File: config.mk
export PLATFORM = sky130hd
export DESIGN_NAME = calc_req_arbiter
export DESIGN_NICKNAME = d
export VERILOG_FILES = /design/src/rtl/calc_pkg.sv /design/src/rtl/calc_port_fifo.sv /design/src/rtl/calc_req_arbiter.sv
export SDC_FILE = /design/constraint.sdc
export NUM_CORES = 1
export LEC_CHECK = 0
export CELL_PAD_IN_SITES_DETAIL_PLACEMENT = 0
export CELL_PAD_IN_SITES_GLOBAL_PLACEMENT = 1
export CORE_ASPECT_RATIO = 0.5
export CORE_MARGIN = 2
export CORE_UTILIZATION = 40
export DETAILED_ROUTE_END_ITERATION = 8
export PLACE_DENSITY_LB_ADDON = 0.1
export SYNTH_ARGS = -nofsm -noshare
export SYNTH_HDL_FRONTEND = slang
export SYNTH_HIERARCHICAL = 1
export SYNTH_SLANG_ARGS = --single-unit
File: constraint.sdc
create_clock -name clk -period 3.69 [get_ports clk]
set_input_delay 0.738 -clock clk [delete_from_list [all_inputs] [get_ports clk]]
set_output_delay 0.738 -clock clk [all_outputs]
set_load 0.1 [all_outputs]
File: src/rtl/calc_pkg.sv
// calc_pkg: shared encodings, request record and sizing helper for the calculator front end
package calc_pkg;

    localparam int CALC_CMD_W  = 4;
    localparam int CALC_TAG_W  = 2;
    localparam int CALC_DATA_W = 32;

    typedef enum logic [CALC_CMD_W-1:0] {
        CMD_IDLE = 4'd0,
        CMD_ADD  = 4'd1,
        CMD_SUB  = 4'd2,
        CMD_SHL  = 4'd5,
        CMD_SHR  = 4'd6
    } calc_cmd_e;

    typedef enum logic [1:0] {
        RSP_NONE = 2'd0,
        RSP_OK   = 2'd1,
        RSP_ERR  = 2'd2,
        RSP_RSVD = 2'd3
    } calc_rsp_e;

    typedef enum logic {
        CAP_IDLE,
        CAP_OP2
    } cap_st_e;

    typedef struct packed {
        logic [CALC_CMD_W-1:0]  cmd;
        logic [CALC_TAG_W-1:0]  tag;
        logic [CALC_DATA_W-1:0] op1;
        logic [CALC_DATA_W-1:0] op2;
    } calc_req_t;

    function automatic int port_w(input int n);
        return (n > 1) ? $clog2(n) : 1;
    endfunction

endpackage

File: src/rtl/calc_port_fifo.sv
// calc_port_fifo: per-port synchronous request FIFO with occupancy count
module calc_port_fifo
    import calc_pkg::*;
#(
    parameter type T     = calc_req_t,
    parameter int  DEPTH = 4
) (
    input  logic                   clk,
    input  logic                   reset,
    input  logic                   push_i,
    input  logic                   pop_i,
    input  T                       data_i,
    output T                       data_o,
    output logic [$clog2(DEPTH):0] count_o
);

    localparam int AW = $clog2(DEPTH);

    T               mem_q [DEPTH];
    logic [AW-1:0]  wr_q;
    logic [AW-1:0]  rd_q;
    logic [AW:0]    cnt_q;

    always_ff @(posedge clk) begin
        if (push_i) mem_q[wr_q] <= data_i;
    end

    always_ff @(posedge clk or negedge reset) begin
        if (!reset) begin
            wr_q  <= '0;
            rd_q  <= '0;
            cnt_q <= '0;
        end else begin
            if (push_i) wr_q <= wr_q + 1'b1;
            if (pop_i) rd_q <= rd_q + 1'b1;
            cnt_q <= cnt_q + {{AW{1'b0}}, push_i} - {{AW{1'b0}}, pop_i};
        end
    end

    assign data_o  = mem_q[rd_q];
    assign count_o = cnt_q;

endmodule

File: src/rtl/calc_req_arbiter.sv
// calc_req_arbiter: per-port two-cycle request capture with duplicate-tag check,
// per-port queuing, round-robin engine issue and response routing back to ports
module calc_req_arbiter
    import calc_pkg::*;
#(
    parameter int NUM_PORTS  = 4,
    parameter int CMD_W      = CALC_CMD_W,
    parameter int TAG_W      = CALC_TAG_W,
    parameter int DATA_W     = CALC_DATA_W,
    parameter int FIFO_DEPTH = 4
) (
    input  logic                          clk,
    input  logic                          reset,
    input  logic [NUM_PORTS*CMD_W-1:0]    req_cmd_in,
    input  logic [NUM_PORTS*TAG_W-1:0]    req_tag_in,
    input  logic [NUM_PORTS*DATA_W-1:0]   req_data_in,
    output logic [NUM_PORTS-1:0]          req_stall,
    output logic                          eng_valid,
    input  logic                          eng_ready,
    output logic [port_w(NUM_PORTS)-1:0]  eng_port,
    output logic [CMD_W-1:0]              eng_cmd,
    output logic [TAG_W-1:0]              eng_tag,
    output logic [DATA_W-1:0]             eng_op1,
    output logic [DATA_W-1:0]             eng_op2,
    input  logic                          eng_rsp_valid,
    input  logic [port_w(NUM_PORTS)-1:0]  eng_rsp_port,
    input  logic [TAG_W-1:0]              eng_rsp_tag,
    input  logic [1:0]                    eng_rsp_code,
    input  logic [DATA_W-1:0]             eng_rsp_data,
    output logic [NUM_PORTS*2-1:0]        out_resp,
    output logic [NUM_PORTS*TAG_W-1:0]    out_tag,
    output logic [NUM_PORTS*DATA_W-1:0]   out_data
);

    localparam int PW = port_w(NUM_PORTS);
    localparam int CW = $clog2(FIFO_DEPTH) + 1;

    typedef struct packed {
        logic [CMD_W-1:0]  cmd;
        logic [TAG_W-1:0]  tag;
        logic [DATA_W-1:0] op1;
        logic [DATA_W-1:0] op2;
    } req_t;

    req_t                 head [NUM_PORTS];
    logic [NUM_PORTS-1:0] nonempty;
    logic [PW-1:0]        rr_q, rr_d, lport_q, lport_d, gnt, srch, k;
    logic                 lock_q, lock_d, found, xfer;

    for (genvar g = 0; g < NUM_PORTS; g++) begin : g_port
        cap_st_e             st_q, st_d;
        req_t                cap_q, cap_d, push_data;
        logic                dup_q, dup_d, perr_q, perr_d, hit, cap, push, pop;
        logic [2**TAG_W-1:0] infl_q, infl_d;
        logic [1:0]          resp_q, resp_d;
        logic [TAG_W-1:0]    otag_q, otag_d, tag;
        logic [DATA_W-1:0]   odata_q, odata_d, data;
        logic [CMD_W-1:0]    cmd;
        logic [CW-1:0]       cnt;
        logic [CW:0]         occ;

        assign cmd  = req_cmd_in[g*CMD_W +: CMD_W];
        assign tag  = req_tag_in[g*TAG_W +: TAG_W];
        assign data = req_data_in[g*DATA_W +: DATA_W];
        assign hit  = eng_rsp_valid && eng_rsp_port == PW'(g);
        // an in-progress capture already owns a FIFO slot
        assign occ  = {1'b0, cnt} + {{CW{1'b0}}, st_q == CAP_OP2};
        assign req_stall[g] = occ >= (CW+1)'(FIFO_DEPTH) || perr_q;
        assign cap  = st_q == CAP_IDLE && cmd != '0 && !req_stall[g];
        assign push = st_q == CAP_OP2 && !dup_q;
        assign pop  = xfer && gnt == PW'(g);
        assign nonempty[g] = cnt != '0;

        always_comb begin
            st_d          = cap ? CAP_OP2 : CAP_IDLE;
            cap_d         = cap ? {cmd, tag, data, {DATA_W{1'b0}}} : cap_q;
            dup_d         = cap ? infl_q[tag] : dup_q;
            perr_d        = (st_q == CAP_OP2 && dup_q) || (perr_q && hit);
            resp_d        = hit ? eng_rsp_code : (perr_q ? RSP_ERR : RSP_NONE);
            otag_d        = hit ? eng_rsp_tag : (perr_q ? cap_q.tag : '0);
            odata_d       = hit ? eng_rsp_data : '0;
            push_data     = cap_q;
            push_data.op2 = data;
            infl_d        = infl_q;
            if (hit) infl_d[eng_rsp_tag] = 1'b0;
            if (push) infl_d[cap_q.tag] = 1'b1;
        end

        always_ff @(posedge clk or negedge reset) begin
            if (!reset) begin
                st_q    <= CAP_IDLE;
                cap_q   <= '0;
                dup_q   <= 1'b0;
                perr_q  <= 1'b0;
                infl_q  <= '0;
                resp_q  <= '0;
                otag_q  <= '0;
                odata_q <= '0;
            end else begin
                st_q    <= st_d;
                cap_q   <= cap_d;
                dup_q   <= dup_d;
                perr_q  <= perr_d;
                infl_q  <= infl_d;
                resp_q  <= resp_d;
                otag_q  <= otag_d;
                odata_q <= odata_d;
            end
        end

        calc_port_fifo #(.T(req_t), .DEPTH(FIFO_DEPTH)) u_fifo (
            .clk     (clk),
            .reset   (reset),
            .push_i  (push),
            .pop_i   (pop),
            .data_i  (push_data),
            .data_o  (head[g]),
            .count_o (cnt)
        );

        assign out_resp[g*2 +: 2]         = resp_q;
        assign out_tag[g*TAG_W +: TAG_W]  = otag_q;
        assign out_data[g*DATA_W +: DATA_W] = odata_q;
    end

    always_comb begin
        srch  = rr_q;
        found = 1'b0;
        k     = rr_q;
        for (int i = 0; i < NUM_PORTS; i++) begin
            if (!found && nonempty[k]) begin
                found = 1'b1;
                srch  = k;
            end
            k = (k == PW'(NUM_PORTS - 1)) ? '0 : k + 1'b1;
        end
    end

    assign eng_valid = |nonempty;
    assign gnt       = lock_q ? lport_q : srch;
    assign xfer      = eng_valid && eng_ready;
    assign eng_port  = eng_valid ? gnt : '0;
    assign eng_cmd   = eng_valid ? head[gnt].cmd : '0;
    assign eng_tag   = eng_valid ? head[gnt].tag : '0;
    assign eng_op1   = eng_valid ? head[gnt].op1 : '0;
    assign eng_op2   = eng_valid ? head[gnt].op2 : '0;

    always_comb begin
        lock_d  = eng_valid && !eng_ready;
        lport_d = gnt;
        rr_d    = !xfer ? rr_q : (gnt == PW'(NUM_PORTS - 1)) ? '0 : gnt + 1'b1;
    end

    always_ff @(posedge clk or negedge reset) begin
        if (!reset) begin
            rr_q    <= '0;
            lock_q  <= 1'b0;
            lport_q <= '0;
        end else begin
            rr_q    <= rr_d;
            lock_q  <= lock_d;
            lport_q <= lport_d;
        end
    end

endmodule

Word-level counts from Yosys, hierarchy flattened --
Memories as Yosys holds them, arrays and structs flattened. Index checks and enable logic that the tools add are counted.
Word-level totals: memories 4, latch bits 0, ROM bits 0, flip-flop bits (word level) 357, bits in writable memories 1120
Memories:
- g_port[0].u_fifo.mem_q | words 4, width 70, rd ports 1, clocked after memory_dff 0, write ports 1, line calc_port_fifo.sv:19 | T mem_q [DEPTH];
- g_port[1].u_fifo.mem_q | words 4, width 70, rd ports 1, clocked after memory_dff 0, write ports 1, line calc_port_fifo.sv:19
- g_port[2].u_fifo.mem_q | words 4, width 70, rd ports 1, clocked after memory_dff 0, write ports 1, line calc_port_fifo.sv:19
- g_port[3].u_fifo.mem_q | words 4, width 70, rd ports 1, clocked after memory_dff 0, write ports 1, line calc_port_fifo.sv:19
Cells by class: shift operators 0, equality and inequality tests 9, reduce and logical (&&, ||, !) cells 69, bitwise logic cells 14, divide/modulo/power cells 0, muxes and demuxes 85, multipliers 0, magnitude comparators 23, $add $sub $neg 24
Operators by type and width (count):
- $mux 32 | 6
- $bmux 70 s2 | 1
- $mux 70 | 2
- $mux 2 | 26
- $lt 2x3->1 const B | 13
- $logic_and 1x1->1 | 38
- $mux 4 | 9
- $mux 1 | 28
- $add 2x1->2 const B | 12
- $add 3x1->4 | 4
- $and 4x4->4 | 4
- $bmux 1 s2 | 8
- $ge 4x3->1 const B | 4
- $or 4x4->4 | 4
- $reduce_bool 4->1 | 4
- $eq 2x2->1 const B | 7
- $add 3x1->3 | 4
- $logic_not 1->1 | 12
- $reduce_bool 3->1 | 4
- $sub 3x1->3 | 4
- $demux 1 s2 | 5
- $ge 2x1->1 const B | 5
- $logic_or 1x1->1 | 8
- $eq 2x1->1 const B | 2
- 6 further kinds | 10

Depth between registers and ports, before layout --
depth in word-level cells 19, depth in mapped cells 19

Cells and area by module --
Netlist, hierarchy kept.
Modules (own cells, without submodules):
- calc_port_fifo | cells an instance 398, times used 4, area an instance 10556.4 µm²
- calc_req_arbiter | cells an instance 1079, times used 1, area an instance 14348.8 µm²

Worst setup path before layout --
OpenSTA, ideal clock, no wires.
path kind flip-flop to output port, start register rr_q[1], end output eng_op2[12], cell stages (with the launch flop) 10, slack -901 ps, arrival time 3853 ps, required time 2952 ps, cell sequence dfrtp_1 > ha_1 > mux4_2 > a32o_1 > a41o_1 > o31a_4 > clkinv_2 > nand2_4 > buf_2 > o22ai_1
Between the ends: word-level cells in the longest chain between the ends 18
Ends and longest elaborated chain:
- from (decl) | line calc_req_arbiter.sv:47 | logic [PW-1:0] rr_q, rr_d, lport_q, lport_d, gnt, srch, k;
- from (signal assigned) | line calc_req_arbiter.sv:160 | rr_q <= rr_d;
- parallel branches: the longest is 11 deep, another holds $add 2x1->2
- $mux 2 (*) | line calc_req_arbiter.sv:131 | if (!found && nonempty[k]) begin
- $mux 2 (*) | line calc_req_arbiter.sv:140 | assign gnt = lock_q ? lport_q : srch;
- via gnt[0] | line calc_req_arbiter.sv:47
- $not 2->3 (implied by the code) (*) | line calc_req_arbiter.sv:146 | assign eng_op2 = eng_valid ? head[gnt].op2 : '0;
- $bmux 70 s2 (*) | line calc_req_arbiter.sv:146
- $mux 70 (implied by the code) (*) (2 in series) | line calc_req_arbiter.sv:146
- $mux 32 (*) | line calc_req_arbiter.sv:146
- to (decl) | line calc_req_arbiter.sv:24 | output logic [DATA_W-1:0] eng_op2,
Mark *: on every way through the listed nets, which the timed path passes. The select of a mux whose other input is x is not followed.

Final worst setup path --
start register rr_q[0], end output eng_op2[1]
Between the ends: word-level cells in the longest chain between the ends 18
Ends and longest elaborated chain (line):
- parallel branches: the longest is 11 deep, another holds $add 2x1->2
- $mux 2 (*) | calc_req_arbiter.sv:131
- $mux 2 (*) | calc_req_arbiter.sv:140
- $not 2->3 (implied by the code) (*) | calc_req_arbiter.sv:146
- $bmux 70 s2 (*) | calc_req_arbiter.sv:146
- $mux 70 (implied by the code) (*) (2 in series) | calc_req_arbiter.sv:146
- $mux 32 (*) | calc_req_arbiter.sv:146
Every way passes the cells marked *. The select of a mux whose other input is x is not followed.

==> flow_metrics.py <==
metrics = {
    "run_status": {
        "status": "complete, but fails checks",
        "violated_checks": "setup timing",
    },
    "routing": {
        "first_iter_violations": 1887,
        "ant_nets": 0,
        "first_pass_iters": 5,
        "via_per_inst": 5.17,
        "routed_wl_um": 142000,
        "dr_total_vias": 27400,
        "wl_per_cell_um": 26.8,
        "final_routed_drc_violation_total": 0,
    },
    "sta": {
        "worst-slew-pin-transition_ns": 1.09,
        "finalCritPeriodShare_pct": 123,
        "report.final.hold_viol_count": 0,
        "slew_violations": 0,
        "max_freq_mhz": 220,
        "final_ws_setup_ns": -0.858,
        "final.setup_skew_ns": 0.0190,
        "layout_min_cycle_time_ns": 4.55,
        "unrepaired_setup_endpoints_after_global_routing": "yes",
        "hold_ws_ns": 0.505,
        "finalSetupViolations": 72,
        "maxSlewHeadroom_pct": 27.0,
    },
    "synthesis": {
        "ys_seq_elements": 1477,
        "synth_enable_flop_cells": 1120,
        "synth.net_count": 2898,
        "ffs_w_async_s_r_synth_pct": 24.2,
        "synth.yosys.warnings": 6,
        "netlist_area_um2": 56600,
        "syn_area_per_cell_um2": 21.2,
        "synth.lib_cells_used.distinct": 55,
        "synth_flop_cell": "sky130_fd_sc_hd__edfxtp_1",
        "synth_cells": 2671,
        "synth-seq-area-share_pct": 75.2,
    },
    "power_and_ir_drop": {
        "switch_share_pct": 38.6,
        "vdd.ir_drop.worst_mv": 0.924,
        "share_of_power_burned_in_combinational_logic_pct": 45.8,
        "power.leakage_nw": 24.7,
        "power_report.internal_total_mw": 42.6,
        "share_of_power_burned_in_the_clock_network_pct": 20.0,
        "pwr_density_cell_nw_per_um2": 976,
        "total_switching_power_mw": 26.8,
        "share_seq_of_total_power_pct": 34.1,
    },
    "placement": {
        "io_buffers": 414,
        "placed_cell_area_um2": 65200,
        "pre_cts_slack_ns": -0.194,
        "place_congestion": 0.769,
        "detailed_place_hpwl_um": 93800,
    },
    "cells_and_area": {
        "final_common_cell": "sky130_fd_sc_hd__edfxtp_1",
        "finish.instance_area_um2": 71100,
        "mostFrequentLayoutCells": "1,120 x sky130_fd_sc_hd__edfxtp_1, 349 x sky130_fd_sc_hd__dfrtp_1, 336 x sky130_fd_sc_hd__clkdlybuf4s50_1",
        "final_layout_size_suffix_gt1_share_pct": 33.2,
        "layout_nets": 3522,
        "syn_to_final_growth_pct": 25.8,
        "fill_cells": 11300,
    },
    "clocking": {
        "clk_path_buf_depth": 3,
        "tritoncts": "yes",
        "path_clk_slew_ns": 0.07,
        "clockRootBuffer": "sky130_fd_sc_hd__clkbuf_16",
        "cts_num_sinks": 1477,
        "h-tree-depth": 4,
        "cts-buffers-inserted": 137,
        "clk-insertion-delay-late_ns": 0.75,
    },
    "grt": {
        "grtUsageTotal_pct": 19.8,
        "grt_pass1_vias": 29100,
        "grt_max_degree": 85,
        "grt_antenna_before_repair": 4,
        "first_pass_grt_wire_length_um": 207000,
        "grt_remaining_overflow": 0,
    },
    "worst_setup_path": {
        "cp.required_ns": 2.95,
        "worst_setup_path_start_kind": "register",
        "reg2reg_setup_slack_ns": 0.01,
        "critPathCaptureType": "output port",
        "critical_path_class": "reg2out",
        "timing.critical_path.fanout_max": 8,
        "worst_ep_arrival_time_ns": 3.81,
    },
    "min_path": {
        "hold_class": "reg2reg",
    },
    "flow_run": {
        "drv_cap": 0,
    },
    "die": {
        "rows": 97,
        "floorplan.initialDensity_pct": 40.4,
        "num_io_pins": 415,
        "floorplan.die.height_um": 270,
        "die-width_um": 536,
        "die_footprint_um2": 145000,
        "core_um2": 140000,
    },
}
layer usage:
layer	part of all wire [%]	GRT usage, %	vias up
met5	0.019	0	-
met3	5.3	4.76	162
met2	49	32.4	574
met1	43	26.4	14600
li1	-	-	12000
met4	2.3	5.64	4
cells by family (layout without fill, tap and decap cells):
| family | count (synthesis) | count (layout) | synth area share (%) |
|---|---|---|---|
| AOI/OAI and AO/OA | 135 | 135 | 1.77 |
| other | 0 | 2 | 0 |
| adders and majority gates | 33 | 33 | 0.783 |
| muxes | 581 | 581 | 17.0 |
| buffers and inverters | 163 | 901 | 2.22 |
| DFF | 1477 | 1477 | 75.2 |
| and+or+nand+nor | 262 | 262 | 2.68 |
| xor gates and xnor gates | 20 | 20 | 0.310 |
synth_stat cells, drive strengths merged (12+ instances only):
cell / number / area, µm²
and2: 149 / 932
buf: 92 / 990
clkbuf: 39 / 146
dfrtp: 357 / 8930
edfxtp: 1120 / 33600
ha: 29 / 363
inv: 31 / 116
mux2: 153 / 1720
mux2i: 142 / 1420
mux4: 286 / 6470
nand2: 55 / 216
nand3: 12 / 60.1
o21ai: 41 / 205
o22ai: 70 / 576
worst paths after layout:
kind,start,to,depth (start not counted)
min reg2reg,g_port[3].cap_q[61],g_port[3].u_fifo/mem_q[1][61],0
min,g_port[3].cap_q[61],g_port[3].u_fifo/mem_q[1][61],0
max in group asynchronous,reset,g_port[1].cap_q[42],3
max,rr_q[0],eng_op2[1],15
min in group asynchronous,reset,g_port[0].odata_q[10],2
max reg2reg,rr_q[1],g_port[1].u_fifo/count_o[2],13
critical path: stages (launching register included):
cell and delay, ns:
sky130_fd_sc_hd__dfrtp_1 0.40, sky130_fd_sc_hd__buf_4 0.17, sky130_fd_sc_hd__nor2_2 0.17, sky130_fd_sc_hd__buf_4 0.17
sky130_fd_sc_hd__mux2i_1 0.23, sky130_fd_sc_hd__o31ai_2 0.08, sky130_fd_sc_hd__a211oi_2 0.28, sky130_fd_sc_hd__a221oi_4 0.11
sky130_fd_sc_hd__buf_12 0.16, sky130_fd_sc_hd__buf_16 0.15, sky130_fd_sc_hd__buf_12 0.17, sky130_fd_sc_hd__buf_12 0.14
sky130_fd_sc_hd__buf_4 0.13, sky130_fd_sc_hd__mux2i_2 0.15, sky130_fd_sc_hd__o22ai_4 0.28, sky130_fd_sc_hd__buf_12 0.22
flip-flops by register name, summed over array words and instances, names as in the netlist:
| register | count |
|---|---|
| lock_q | 1 |
| lport_q | 2 |
| g_port.u_fifo/count_o | 12 |
| g_port.u_fifo/wr_q | 8 |
| g_port.u_fifo/mem_q | 1120 |
| g_port.odata_q | 128 |
| g_port.dup_q | 4 |
| g_port.cap_q | 152 |
| g_port.perr_q | 4 |
| g_port.resp_q | 8 |
| g_port.otag_q | 8 |
| rr_q | 2 |
| g_port.infl_q | 16 |
| g_port.u_fifo/rd_q | 8 |
| g_port.st_q | 4 |
per-stage QoR:
| step | setup TNS [ns] | cells | total power [mW] | util [%] |
|---|---|---|---|---|
| floorplan | -13.96 | 2671 | 42.1 | - |
| detailed placement | -4.04 | 5012 | 53.4 | 46.5 |
| finish | -52.99 | 5292 | 69.5 | 50.8 |
| CTS | -59.45 | 5277 | 69.2 | 50.2 |
| global placement | -4.03 | 5012 | 53.1 | 46.5 |
| global route | -63.82 | 5292 | 72.3 | 50.8 |
power by group through the flow:
stage | Combinational, mW | Clock (mW) | Sequential (mW)
after floorplan | 18.6 | 0 | 23.6
after global placement | 29.2 | 0 | 23.9
after detailed placement | 29.2 | 0 | 24.1
after CTS | 31.1 | 14.3 | 23.8
after global routing | 33.2 | 15.0 | 24.1
final | 31.8 | 13.9 | 23.7
repair_timing:
item	in CTS	in global routing
resized for setup	133	88
endpoints found under the setup margin	73	79
setup buffers	9	8
gates cloned	2	6
pin swaps	10	12
hold buffers	1	0
hold endpoints to repair	46	0
layout make-up:
type | instances | area [µm²] | area share (%)
clock inverters | 71 | 624 | 0.878
clock buffers | 182 | 3730 | 5.24
diodes | 2 | 5.00 | 0.00703
inverters | 32 | 128 | 0.179
well taps | 1881 | 2350 | 3.31
flip-flops and latches | 1477 | 42600 | 59.9
repair buffers | 616 | 7320 | 10.3
multi-input cells | 1031 | 14400 | 20.2
Power figures use the tool's default switching activity.
